`config.mk`:
```
export PLATFORM = sky130hd
export DESIGN_NAME = mmio_responder
export DESIGN_NICKNAME = d
export VERILOG_FILES = /design/src/rtl/mmio_pkg.sv /design/src/rtl/btn_debounce.sv /design/src/rtl/mmio_responder.sv
export SDC_FILE = /design/constraint.sdc
export NUM_CORES = 1
export LEC_CHECK = 0
export BUFFER_PORTS_ARGS = -buffer_cell sky130_fd_sc_hd__buf_2
export CAP_MARGIN = 40
export CORE_MARGIN = 10
export CORE_UTILIZATION = 55
export CTS_CLUSTER_DIAMETER = 60
export CTS_CLUSTER_SIZE = 25
export DETAILED_ROUTE_END_ITERATION = 12
export PLACE_DENSITY_LB_ADDON = 0.15
export SYNTH_ARGS = -nofsm -noshare
export SYNTH_HDL_FRONTEND = slang
export SYNTH_HIERARCHICAL = 1
export SYNTH_SLANG_ARGS = --single-unit
```
`constraint.sdc`:
```
create_clock -name CLK -period 2.6 [get_ports CLK]
set_input_delay 0 -clock CLK [delete_from_list [all_inputs] [get_ports CLK]]
set_output_delay 0 -clock CLK [all_outputs]
set_load 0.01 [all_outputs]
```
`src/rtl/mmio_pkg.sv`:
```
// Shared constants for the memory-mapped I/O responder: window base,
// register offsets and status bit positions.
package mmio_pkg;
    localparam logic [11:0] IO_BASE_DEFAULT = 12'hF00;

    localparam logic [3:0] OFF_DISP      = 4'h0;
    localparam logic [3:0] OFF_BTN_STATE = 4'h1;
    localparam logic [3:0] OFF_BTN_EDGE  = 4'h2;
    localparam logic [3:0] OFF_TIMER_CNT = 4'h3;
    localparam logic [3:0] OFF_TIMER_CMP = 4'h4;
    localparam logic [3:0] OFF_STATUS    = 4'h5;

    localparam int STATUS_MATCH_BIT = 0;
endpackage

```
`src/rtl/btn_debounce.sv`:
```
// One-bit button conditioner: two-flop synchronizer followed by a stability
// counter; RISE pulses in the same cycle the accepted level goes 0->1.
module btn_debounce #(
    parameter int DEBOUNCE_CYCLES = 50000
) (
    input  logic CLK,
    input  logic RST,
    input  logic IN,
    output logic STATE,
    output logic RISE
);
    localparam int CW = (DEBOUNCE_CYCLES > 1) ? $clog2(DEBOUNCE_CYCLES) : 1;
    localparam logic [CW-1:0] CNT_LAST = CW'(DEBOUNCE_CYCLES - 1);

    logic          sync1_reg;
    logic          sync2_reg;
    logic          state_reg;
    logic [CW-1:0] cnt_reg;
    logic          accept;

    assign accept = (sync2_reg != state_reg) && (cnt_reg == CNT_LAST);

    always_ff @(posedge CLK) begin
        if (RST) begin
            sync1_reg <= 1'b0;
            sync2_reg <= 1'b0;
            state_reg <= 1'b0;
            cnt_reg   <= '0;
        end else begin
            sync1_reg <= IN;
            sync2_reg <= sync1_reg;
            if (sync2_reg == state_reg) begin
                cnt_reg <= '0;
            end else if (accept) begin
                state_reg <= sync2_reg;
                cnt_reg   <= '0;
            end else begin
                cnt_reg <= cnt_reg + 1'b1;
            end
        end
    end

    assign STATE = state_reg;
    assign RISE  = accept & sync2_reg;
endmodule

```
`src/rtl/mmio_responder.sv`:
```
// Sits between core and RAM: RAM window passes through, the 16-register
// I/O window holds display, debounced buttons and a prescaled timer.
module mmio_responder
    import mmio_pkg::*;
#(
    parameter int                ADDR_W          = 12,
    parameter int                DATA_W          = 16,
    parameter logic [ADDR_W-1:0] IO_BASE         = IO_BASE_DEFAULT,
    parameter int                NBTN            = 4,
    parameter int                DEBOUNCE_CYCLES = 50000,
    parameter int                PRESCALE        = 50000
) (
    input  logic              CLK,
    input  logic              RST,
    input  logic [ADDR_W-1:0] CORE_ADDR,
    input  logic              CORE_WREN,
    input  logic [DATA_W-1:0] CORE_DATA,
    output logic [DATA_W-1:0] CORE_Q,
    output logic [ADDR_W-1:0] RAM_ADDR,
    output logic              RAM_WREN,
    output logic [DATA_W-1:0] RAM_DATA,
    input  logic [DATA_W-1:0] RAM_Q,
    input  logic [NBTN-1:0]   BTN,
    output logic [15:0]       DISP_NUM
);
    localparam int PW = (PRESCALE > 1) ? $clog2(PRESCALE) : 1;
    localparam logic [PW-1:0] PRESC_LAST = PW'(PRESCALE - 1);

    logic              io_sel;
    logic [3:0]        offset;
    logic [DATA_W-1:0] io_rdata;
    logic [NBTN-1:0]   btn_state;
    logic [NBTN-1:0]   btn_rise;
    logic [NBTN-1:0]   edge_clr;

    logic [15:0]       disp_reg;
    logic [NBTN-1:0]   edge_reg;
    logic [15:0]       tcnt_reg;
    logic [15:0]       tcmp_reg;
    logic              status_reg;
    logic [PW-1:0]     presc_reg;

    logic tick, wr_io, wr_disp, wr_edge, wr_cnt, wr_cmp, wr_status, match_set;

    assign io_sel = (CORE_ADDR[ADDR_W-1:4] == IO_BASE[ADDR_W-1:4]);
    assign offset = CORE_ADDR[3:0];

    assign RAM_ADDR = CORE_ADDR;
    assign RAM_DATA = CORE_DATA;
    assign RAM_WREN = CORE_WREN & ~io_sel;
    assign CORE_Q   = io_sel ? io_rdata : RAM_Q;
    assign DISP_NUM = disp_reg;

    generate
        for (genvar gi = 0; gi < NBTN; gi++) begin : g_btn
            btn_debounce #(
                .DEBOUNCE_CYCLES(DEBOUNCE_CYCLES)
            ) u_db (
                .CLK  (CLK),
                .RST  (RST),
                .IN   (BTN[gi]),
                .STATE(btn_state[gi]),
                .RISE (btn_rise[gi])
            );
        end
    endgenerate

    always_comb begin
        io_rdata = '0;
        case (offset)
            OFF_DISP:      io_rdata = disp_reg;
            OFF_BTN_STATE: io_rdata[NBTN-1:0] = btn_state;
            OFF_BTN_EDGE:  io_rdata[NBTN-1:0] = edge_reg;
            OFF_TIMER_CNT: io_rdata = tcnt_reg;
            OFF_TIMER_CMP: io_rdata = tcmp_reg;
            OFF_STATUS:    io_rdata[STATUS_MATCH_BIT] = status_reg;
            default:       io_rdata = '0;
        endcase
    end

    assign wr_io     = CORE_WREN & io_sel;
    assign wr_disp   = wr_io && (offset == OFF_DISP);
    assign wr_edge   = wr_io && (offset == OFF_BTN_EDGE);
    assign wr_cnt    = wr_io && (offset == OFF_TIMER_CNT);
    assign wr_cmp    = wr_io && (offset == OFF_TIMER_CMP);
    assign wr_status = wr_io && (offset == OFF_STATUS);

    assign tick      = (presc_reg == PRESC_LAST);
    assign edge_clr  = wr_edge ? CORE_DATA[NBTN-1:0] : '0;
    // A core write to the counter pre-empts match evaluation in that cycle.
    assign match_set = tick && !wr_cnt && (tcnt_reg == tcmp_reg);

    always_ff @(posedge CLK) begin
        if (RST) begin
            disp_reg   <= '0;
            edge_reg   <= '0;
            tcnt_reg   <= '0;
            tcmp_reg   <= 16'hFFFF;
            status_reg <= 1'b0;
            presc_reg  <= '0;
        end else begin
            presc_reg <= tick ? '0 : presc_reg + 1'b1;
            if (wr_disp) disp_reg <= CORE_DATA;
            edge_reg <= (edge_reg & ~edge_clr) | btn_rise;
            if (wr_cnt) begin
                tcnt_reg <= CORE_DATA;
            end else if (tick) begin
                tcnt_reg <= (tcnt_reg == tcmp_reg) ? 16'h0000 : tcnt_reg + 16'h0001;
            end
            if (wr_cmp) tcmp_reg <= CORE_DATA;
            status_reg <= (status_reg & ~(wr_status & CORE_DATA[STATUS_MATCH_BIT])) | match_set;
        end
    end
endmodule

```
==> flow_metrics.tcl <==
set metrics [dict create \
    ios 112 \
    post-synth-top-area-cell "sky130_fd_sc_hd__dfxtp_1" \
    ant_nets 0 \
    cpPeakStageDelay_ns 0.48 \
    crit_chain "ha_1 > and3_1 > nand4_4 > or2_0 > nand2b_1 > nor2_1" \
    grt_busiest_layer "met2" \
    synthCells 915 \
    insertedDiodeCount 0 \
    synth.ff_latch_count 145 \
    drive_above_1_share_pct 20.2 \
    power_frac_clock_pct 49.7 \
    cell_internal_pwr_mw 3.82 \
    critPathSlowestCell "sky130_fd_sc_hd__nand2b_1" \
    synth_most_common_cell "sky130_fd_sc_hd__dfxtp_1" \
    post_cts_buffers 0 \
    dp_hpwl_mm 13.7 \
    dr_total_vias 6661 \
    cts-hold-fix-buffers 21 \
    synth.top_cell.area_share_pct 37.5 \
    syn_nets 972 \
    fillerInstances 1184 \
    worst-setup-path-type "flip-flop to flip-flop" \
    initial_utilization_pct 56.0 \
    rr_startpoint "presc_reg[0]$_SDFF_PP0_" \
    rr_endpoint "presc_reg[9]$_SDFF_PP0_" \
    worstHoldStart "RST" \
    fp-row-count 43 \
    hold_end "edge_reg[2]$_SDFF_PP0_" \
    timing.critical_path.arrival_ns 2.48 \
    power.net_switching_mw 1.14 \
    core-area_um2 13800 \
    nets 1060 \
    pwr-share-comb_pct 5.1 \
    totalPowerFinal_mw 4.97 \
    largest_reg_flops 64 \
    synth_flop_cell "sky130_fd_sc_hd__dfxtp_1" \
    yosysWarnings 6 \
    timing.critical_path.fanout_max 15 \
    grt_pass1_wl_mm 32.5 \
    gr-usage-all-layers_pct 19.9 \
    setup_skew_ns 0.00850 \
    leakage_nw 3.19 \
    tritoncts.num_buffers 17 \
    detail_route.iter0.violations 484 \
    grt_util_met3_pct 5.89 \
    dpl_cell_area_um2 8170 \
    number_of_optimization_iterations_in_the_first_detailed_route_pass 6 \
    power_per_standard_cell_area_nw_per_um2 553 \
    multi_input_area_um2 4270 \
    fp.dieArea_um2 19200 \
    cts_resized 0 \
    first_global_vias 6458 \
    synth.top_cells.by_area "sky130_fd_sc_hd__dfxtp_1, sky130_fd_sc_hd__xnor2_1, sky130_fd_sc_hd__nand2_1" \
    synth-seq-area-share_pct 37.5 \
    antenna_found_initial 0 \
    final_min_period_over_clock_period_pct 84.6 \
    critical_path_required_ns 2.88 \
    finalMaxSlewViolations 0 \
    synth_enable_flop_cells 0 \
    avgViaCountPerCell 5.57 \
    min_delay_path_depth 2 \
    synth_cell_types 51 \
    syn2layout_area_growth_pct 16.0 \
    synth-async-reset-ratio_pct 0 \
    timing.setup.tns_ns 0 \
    timing.final.hold_violations 0 \
    holdCritPathClass "primary input to flip-flop" \
    synth_area_per_cell_um2 8.47 \
    groute.layer.met2.usage_pct 32.5 \
    reg2regPathDepth 6 \
    seqCellArea_um2 2900 \
    htree_levels 4 \
    place.gp.congestion 0.887 \
    drt-total-wl_mm 19.3 \
    max-cap-violations 0 \
    proportion_of_total_power_due_to_net_switching_pct 23.0 \
    wl_per_cell_um 16.1 \
    ctsLongestPathBuffers 2 \
    rsz0062_at_grt "no" \
    max_slew.worst_pin.slew_ns 0.808 \
    port_buffers 111 \
    chipWidth_um 139 \
    placed_instance_count 1143 \
    min_period_ns 2.20 \
    instances_no_fill 1196 \
    cp-start-kind "flip-flop" \
    grtUsageMet1_pct 24.4 \
    max_freq_mhz 455 \
    synth_top_cells_by_count "sky130_fd_sc_hd__dfxtp_1, sky130_fd_sc_hd__nand2_1, sky130_fd_sc_hd__nor2_1" \
    insertion_delay_ns 0.43 \
    pin_count_of_the_biggest_net_entering_global_routing 50 \
    cts-root-buf "sky130_fd_sc_hd__clkbuf_16" \
    synthesis.area_um2 7750 \
    cts_num_sinks 145 \
    clk_pin_slew_ns 0.06 \
    run_status "finished, final reports clean" \
    timing.max_slew.rel_slack_pct 45.6 \
    overflow 0 \
    vertical_extent_of_the_die_um 139 \
    vdd_ir_drop_max_uv 510 \
    setup_viol 0 \
    p_seq_share_pct 45.2 \
    worstSetupEndpointType "flip-flop" \
    cts_tree "yes" \
    drc_violation_count_after_routing 0 \
    timing.reg2reg.setup_slack_ns 0.40 \
    final_design_area_no_fill_um2 8990 \
]
-- worst max-delay path by stage --
stage / endpoint / slack, ns / cells after the start / startpoint
3_3_place_gp: presc_reg[7]$_SDFF_PP0_ / 0.48 / 6 / presc_reg[0]$_SDFF_PP0_
3_5_place_dp: presc_reg[9]$_SDFF_PP0_ / 0.40 / 6 / presc_reg[0]$_SDFF_PP0_
4_1_cts: presc_reg[9]$_SDFF_PP0_ / 0.38 / 6 / presc_reg[0]$_SDFF_PP0_
6_report: presc_reg[9]$_SDFF_PP0_ / 0.40 / 6 / presc_reg[0]$_SDFF_PP0_
5_1_grt: presc_reg[6]$_SDFF_PP0_ / 0.15 / 6 / presc_reg[0]$_SDFF_PP0_
2_1_floorplan: status_reg$_SDFF_PP0_ / 0.74 / 8 / presc_reg[0]$_SDFF_PP0_
-- power groups by stage --
stage / sequential, mW / combinational [mW] / clock, mW
after floorplan: 2.29 / 0.141 / 0
after global placement: 2.29 / 0.228 / 0
after detailed placement: 2.29 / 0.228 / 0
after CTS: 2.24 / 0.252 / 2.53
after global routing: 2.25 / 0.276 / 2.61
final: 2.25 / 0.251 / 2.47
-- worst max-delay path: cells and delay by family (launching register included) --
family	cells	cell delay, ns
and+or+nand+nor	5	1.49
DFF	1	0.37
adders and majority gates	1	0.20
-- cells in the final DEF (no fill, tap or decap), types with 6 or more instances in the layout --
cell type	instances
sky130_fd_sc_hd__o21ai_0	21
sky130_fd_sc_hd__a31oi_1	16
sky130_fd_sc_hd__nor4_2	9
sky130_fd_sc_hd__nand4_2	8
sky130_fd_sc_hd__dlygate4sd3_1	21
sky130_fd_sc_hd__nand2_1	118
sky130_fd_sc_hd__nand3_1	52
sky130_fd_sc_hd__ha_1	6
sky130_fd_sc_hd__a21oi_1	21
sky130_fd_sc_hd__nor2_1	97
sky130_fd_sc_hd__xor2_1	29
sky130_fd_sc_hd__and3_1	14
sky130_fd_sc_hd__buf_2	111
sky130_fd_sc_hd__o41ai_1	10
sky130_fd_sc_hd__a222oi_1	13
sky130_fd_sc_hd__nand3b_1	17
sky130_fd_sc_hd__buf_4	14
sky130_fd_sc_hd__xnor2_1	64
sky130_fd_sc_hd__inv_1	30
sky130_fd_sc_hd__nor2_2	9
sky130_fd_sc_hd__o211ai_1	6
sky130_fd_sc_hd__nor4_1	23
sky130_fd_sc_hd__dfxtp_1	145
sky130_fd_sc_hd__clkbuf_16	17
sky130_fd_sc_hd__nor3_1	26
sky130_fd_sc_hd__nor2b_1	21
sky130_fd_sc_hd__nand4_1	24
-- cell families after synthesis --
group,share of synthesized area (%)
compound gates,9.21
mux,0.678
buf+inv,7.46
simple gates,33.7
fa+ha+maj,0.969
flops,37.5
xor+xnor,10.5
-- metal layers --
metal	up-vias	routed length (um)
li1	3363	-
met5	-	0
met1	3056	8370
met3	23	1290
met4	0	350
met2	219	9280
-- final cells by class --
| cell class | instances | share of cell area, % |
|---|---|---|
| Inverter | 30 | 1.25 |
| Clock inverter | 13 | 1.67 |
| Multi-Input combinational cell | 663 | 47.5 |
| Clock buffer | 19 | 5.04 |
| Tap cell | 180 | 2.51 |
| Sequential cell | 145 | 32.3 |
| Timing Repair Buffer | 146 | 9.69 |
-- stage by stage --
stage	hold WS [ns]	utilization (%)	worst slack (ns)
floorplan	0.0716	-	0.743
global placement	0.203	59.1	0.481
detailed placement	0.208	59.1	0.401
CTS	0.0534	65.0	0.382
global route	0.0916	65.0	0.152
finish	0.0684	65.0	0.400
(Power assumes the default switching activity.)
